===== src/rtl/my_pkg.sv =====
// Shared types and constants for the adder writeback path.
package my_pkg;

  localparam int unsigned WB_TAG_W  = 5;
  localparam int unsigned WB_DATA_W = 32;
  localparam int unsigned X0_IDX    = 0;

  // One buffered writeback: destination register plus result.
  typedef struct packed {
    logic [WB_TAG_W-1:0]  rd;
    logic [WB_DATA_W-1:0] data;
  } wb_entry_t;

endpackage


===== src/rtl/wb_fifo.sv =====
// Synchronous FIFO of writeback entries with a registered head output.
module wb_fifo
  import my_pkg::*;
#(
  parameter int unsigned DEPTH = 4
) (
  input  logic                   clk,
  input  logic                   reset,
  input  logic                   push,
  input  wb_entry_t              push_entry,
  input  logic                   pop,
  output logic                   full,
  output logic                   empty,
  output logic [$clog2(DEPTH):0] count,
  output logic                   head_valid,
  output wb_entry_t              head
);

  localparam int unsigned PTR_W = $clog2(DEPTH);
  localparam int unsigned CNT_W = PTR_W + 1;

  wb_entry_t        mem [DEPTH];
  logic [PTR_W-1:0] wr_ptr;
  logic [PTR_W-1:0] rd_ptr;
  logic [CNT_W-1:0] count_q;
  logic             head_valid_q;
  wb_entry_t        head_q;

  logic             push_en;
  logic             pop_en;
  logic [CNT_W-1:0] count_next;
  logic [PTR_W-1:0] rd_ptr_next;
  wb_entry_t        head_next;

  // Qualify requests and compute the post-edge head entry.
  always_comb begin
    push_en     = push && (count_q != CNT_W'(DEPTH));
    pop_en      = pop && (count_q != '0);
    count_next  = count_q + CNT_W'(push_en) - CNT_W'(pop_en);
    rd_ptr_next = rd_ptr + PTR_W'(pop_en);
    head_next   = head_q;
    if (push_en && ((count_q - CNT_W'(pop_en)) == '0)) begin
      // New entry lands directly at the head (empty, or last one popping).
      head_next = push_entry;
    end else if (count_next != '0) begin
      head_next = mem[rd_ptr_next];
    end
  end

  // Storage array; contents need no reset since validity is tracked by count.
  always_ff @(posedge clk) begin
    if (push_en) begin
      mem[wr_ptr] <= push_entry;
    end
  end

  // Pointers, occupancy and registered head.
  always_ff @(posedge clk or posedge reset) begin
    if (reset) begin
      wr_ptr       <= '0;
      rd_ptr       <= '0;
      count_q      <= '0;
      head_valid_q <= 1'b0;
      head_q       <= '0;
    end else begin
      wr_ptr       <= wr_ptr + PTR_W'(push_en);
      rd_ptr       <= rd_ptr_next;
      count_q      <= count_next;
      head_valid_q <= (count_next != '0);
      head_q       <= head_next;
    end
  end

  assign full       = (count_q == CNT_W'(DEPTH));
  assign empty      = (count_q == '0);
  assign count      = count_q;
  assign head_valid = head_valid_q;
  assign head       = head_q;

  // Credit throttling upstream must make overflow impossible.
  a_no_overflow: assert property (@(posedge clk) disable iff (reset) !(push && full));

endmodule


===== src/rtl/adder_writeback.sv =====
// Tracks ops through the adder pipeline, buffers tagged results, drains to the register bank.
module adder_writeback
  import my_pkg::*;
#(
  parameter int unsigned DEPTH      = 3,
  parameter int unsigned FIFO_DEPTH = 4,
  parameter int unsigned TAG_W      = 5
) (
  input  logic             clk,
  input  logic             reset,
  input  logic             issue_valid,
  input  logic [TAG_W-1:0] issue_rd,
  output logic             issue_ready,
  input  logic             kill,
  input  logic [31:0]      adder_result,
  output logic             wb_valid,
  output logic [TAG_W-1:0] wb_rd,
  output logic [31:0]      wb_data,
  input  logic             wb_ready,
  output logic             busy
);

  localparam int unsigned CNT_W = $clog2(FIFO_DEPTH) + 1;
  localparam int unsigned INF_W = $clog2(DEPTH + 1);
  localparam int unsigned SUM_W = ((INF_W > CNT_W) ? INF_W : CNT_W) + 1;

  logic [DEPTH-1:0] tag_v;
  logic [TAG_W-1:0] tag_rd [DEPTH];

  logic             issue_fire;
  logic             cap_push;
  wb_entry_t        cap_entry;
  logic [INF_W-1:0] inflight;

  logic             fifo_full;
  logic             fifo_empty;
  logic [CNT_W-1:0] fifo_count;
  logic             fifo_head_valid;
  wb_entry_t        fifo_head;

  assign issue_fire = issue_valid && issue_ready;

  // Tag shift register, stage-aligned with the adder result registers; kill squashes every stage.
  always_ff @(posedge clk or posedge reset) begin
    if (reset) begin
      tag_v <= '0;
      for (int unsigned i = 0; i < DEPTH; i++) begin
        tag_rd[i] <= '0;
      end
    end else begin
      tag_v[0]  <= issue_fire && !kill;
      tag_rd[0] <= issue_rd;
      for (int unsigned i = 1; i < DEPTH; i++) begin
        tag_v[i]  <= tag_v[i-1] && !kill;
        tag_rd[i] <= tag_rd[i-1];
      end
    end
  end

  // Capture the emerging result unless squashed or destined for x0.
  always_comb begin
    cap_push       = tag_v[DEPTH-1] && !kill && (tag_rd[DEPTH-1] != TAG_W'(X0_IDX));
    cap_entry.rd   = WB_TAG_W'(tag_rd[DEPTH-1]);
    cap_entry.data = WB_DATA_W'(adder_result);
  end

  // Count live tag stages for credit accounting.
  always_comb begin
    inflight = '0;
    for (int unsigned i = 0; i < DEPTH; i++) begin
      inflight = inflight + INF_W'(tag_v[i]);
    end
  end

  wb_fifo #(
    .DEPTH (FIFO_DEPTH)
  ) u_fifo (
    .clk        (clk),
    .reset      (reset),
    .push       (cap_push),
    .push_entry (cap_entry),
    .pop        (wb_ready),
    .full       (fifo_full),
    .empty      (fifo_empty),
    .count      (fifo_count),
    .head_valid (fifo_head_valid),
    .head       (fifo_head)
  );

  // Every in-flight op holds a reserved buffer slot, so a capture always has room.
  assign issue_ready = !fifo_full &&
                       ((SUM_W'(fifo_count) + SUM_W'(inflight)) < SUM_W'(FIFO_DEPTH));

  assign busy     = (inflight != '0) || !fifo_empty;
  assign wb_valid = fifo_head_valid;
  assign wb_rd    = TAG_W'(fifo_head.rd);
  assign wb_data  = fifo_head.data;

endmodule


===== config.mk =====
export PLATFORM = sky130hd
export DESIGN_NAME = adder_writeback
export DESIGN_NICKNAME = d
export VERILOG_FILES = /design/src/rtl/my_pkg.sv /design/src/rtl/wb_fifo.sv /design/src/rtl/adder_writeback.sv
export SDC_FILE = /design/constraint.sdc
export NUM_CORES = 1
export LEC_CHECK = 0
export ABC_AREA = 1
export BUFFER_PORTS_ARGS = -buffer_cell sky130_fd_sc_hd__buf_2
export CAP_MARGIN = 20
export CORE_UTILIZATION = 30
export CTS_CLUSTER_SIZE = 8
export DETAILED_ROUTE_END_ITERATION = 8
export HOLD_SLACK_MARGIN = 0.08
export SLEW_MARGIN = 20
export SYNTH_ARGS = -nofsm -noshare
export SYNTH_HDL_FRONTEND = slang
export SYNTH_SLANG_ARGS = --single-unit

===== constraint.sdc =====
create_clock -name clk -period 4.2 [get_ports clk]
set_input_delay 0.42 -clock clk [delete_from_list [all_inputs] [get_ports clk]]
set_output_delay 0.42 -clock clk [all_outputs]
set_load 0.005 [all_outputs]

==> impl_metrics.yaml <==
clock_network:
  clk_pin_slew_ns: 0.05
  clock_path_buffers: 3
  cts_root_buf: "clkbuf_16"
  cts_tree: "yes"
  cts-buffers-inserted: 30
  cts-resized-gates: 0
  cts_num_sinks: 211
  h-tree-depth: 1
  clock_latency_ns: 0.53
placement:
  portBuffers: 81
  place_hpwl_um: 11990
  placed_area_um2: 9776
  gp_congestion: 0.6910
global_routing:
  grt_pass1_wl_um: 33660
  overflow: 0
  track_usage_pct: 14.03
  grt_max_degree: 77
  antenna_found_initial: 2
  grt_pass1_vias: 6077
sta:
  rsz0062_at_grt: "no"
  period_share_pct: 74.32
  worst_pin_slew_ns: 0.8740
  min_period_ns: 3.121
  fmax_mhz: 320.4
  finalHoldViolations: 0
  setup_viol: 0
  slew_headroom_pct: 41.74
  holdWs_ns: 0.1161
  finClkSkew_ns: 0.01218
  slew_violations: 0
  fin_setup_tns_ns: 0
critical_path:
  slowest_stage: "nand2_2"
  cp_num_buf_inv: 2
  crit_start: "u_fifo.count[1]"
  critPathLaunchType: "flip-flop"
  path_depth: 14
  worstPathCellList: "inv_1 -> nand2_2 -> nor2_1 -> nor2_1 -> nand2_1 -> o21ai_0 -> ha_1 -> fa_1 -> nor2_1 -> nand3_2 -> inv_2 -> nand2_2 -> nand2_1 -> nand2_1"
  path_class: "reg -> reg"
  end_kind: "flip-flop"
  reg2regPathDepth: 14
  reg2reg_from: "u_fifo.count[1]"
  cp.arrival_ns: 3.54
  critPathMaxFanout: 34
  max_stage_delay_ns: 0.46
  required_ns: 4.62
  cpLargestDelayFamily: "simple AND/OR/NAND/NOR gates"
pwr:
  p_clk_share_pct: 29.1
  pwr-share-comb_pct: 35.5
  seqPwrFrac_pct: 35.5
  total_power_mw: 7.556
  ir_drop_v: 0.0003225
  powerDensity_nw_per_um2: 705.1
  p_switching_mw: 2.787
  p_leak_nw: 4.754
  swShare_pct: 36.89
  internal_power_mw: 4.769
floorplan:
  die_area_um2: 30510
  ios: 82
  fp.dieW_um: 174.7
  die_h_um: 174.7
  row_count: 62
  start_util_pct: 30.83
  core_area_um2: 29010
route:
  routed_wl_um: 20900
  maxUsedRoutingLayer: "met5"
  dr_wl_met2_um: 9890
  post_drt_wl_per_cell_um: 15.30
  route.vias.total: 6107
  met3WireLength_um: 1283
  wl_met1_um: 9433
  route.antenna.remaining_nets: 0
  firstDrtPassIters: 4
  viasPerCell: 4.471
  drt_iter0_markers: 356
  drc_errors: 0
logic_synthesis:
  ys_warn_count: 0
  synth_cells: 870
  syn_avg_cell_area_um2: 10.28
  synth_fp_nets: 918
  synth_area_um2: 8945
  seq_area_frac_synth_pct: 67.31
  synthDistinctLibCells: 22
  ys_seq_elements: 211
outcome:
  outcome: "finished clean"
worst_hold_path:
  hold_depth: 1
  min-delay-start: "adder_result[17]"
  hp-class: "in -> reg"
cells_and_area:
  syn_to_final_growth_pct: 19.79
  n_fill_cell: 2866
  drive_above_1_share_pct: 14.97
  diodes: 0
  fin_nets: 1007
  final_area_um2: 10720
flow_run:
  max-cap-violations: 0
==> per-stage QoR <==
stage | util (%) | setup WS, ns | instances
2_1_floorplan | - | 0.2807 | 870
3_3_place_gp | 33.69 | 1.104 | 1304
3_5_place_dp | 33.69 | 1.018 | 1304
4_1_cts | 36.93 | 1.004 | 1366
5_1_grt | 36.93 | 0.6561 | 1366
6_report | 36.93 | 1.079 | 1366
==> kinds of logic after synthesis <==
kind of cell | synth area share, %
XOR/XNOR | 0.2798
AND/OR/NAND/NOR | 20.31
adder cells (fa/ha/maj) | 1.007
flip-flops | 67.31
AO/OA/AOI/OAI | 4.378
buffers and inverters | 6.714
==> cell type report <==
class / count / area [um2] / share of cell area (%)
clock buffer: 54 / 862.1 / 8.045
clock inverter: 1 / 7.507 / 0.07006
inverter: 90 / 339.1 / 3.164
multi-input combinational: 521 / 2390 / 22.30
sequential: 211 / 6021 / 56.19
tap: 384 / 480.5 / 4.484
timing repair buffer: 105 / 615.6 / 5.745
==> power by group through the flow <==
| stage | Combinational, mW | Clock [mW] | Sequential, mW |
|---|---|---|---|
| 2_1_floorplan | 1.95 | 0 | 2.68 |
| 3_3_place_gp | 2.69 | 0 | 2.72 |
| 3_5_place_dp | 2.73 | 0 | 2.72 |
| 4_1_cts | 2.74 | 2.24 | 2.69 |
| 5_1_grt | 3.17 | 2.33 | 2.71 |
| 6_report | 2.68 | 2.20 | 2.68 |
==> registers in the layout, summed over array words and instances, names as in the netlist <==
register and count:
cap_entry 5, tag_rd 10, tag_v 3, u_fifo.count 3
u_fifo.head 37, u_fifo.head_valid 1, u_fifo.mem 148, u_fifo.rd_ptr 2
u_fifo.wr_ptr 2
==> cell usage in the layout, fill, tap and decap left out, types with 3 or more instances in the layout <==
cell	instances
nand2_1	331
edfxtp_1	148
inv_1	87
buf_2	81
o21ai_0	75
dfrtp_1	63
nand3_1	49
nand4_1	34
clkbuf_16	31
clkbuf_1	23
buf_4	16
nor2_1	12
dlygate4sd3_1	7
nor3_2	4
ha_1	3
==> routing by layer <==
metal | track usage, % | vias up
met5 | 0 | -
met4 | 3.225 | 4
met3 | 2.872 | 28
met2 | 23.10 | 145
met1 | 18.97 | 2883
li1 | - | 3047
==> worst paths after layout <==
check                                    endpoint  slack (ns)
worst max-delay path              u_fifo.head[28]        1.08
worst min-delay path            u_fifo.mem[2][17]        0.12
worst max register to register    u_fifo.head[28]        1.08
worst min register to register          tag_rd[5]        0.34
max in group asynchronous          u_fifo.head[8]        2.82
min in group asynchronous               tag_rd[6]        0.48
==> what timing repair did <==
item	4_1_cts	5_1_grt
endpoints found under the hold margin	37	0
hold buffers	7	0
setup buffers	0	0
==> cell usage after synthesis (all sizes together) <==
cell	instances	area share, %
xnor2	1	0.18
ha	4	0.56
edfxtp	148	50
buf	33	2.3
dfrtp	63	18
a21oi	1	0.18
nor2	14	0.59
xor2	1	0.098
o21ai	75	4.2
fa	2	0.45
clkbuf	15	0.63
nand3	51	3.0
nand2	333	14
nand3b	1	0.13
nor3	4	0.22
nand4	34	2.4
inv	90	3.8
Power figures use the tool's default switching activity.
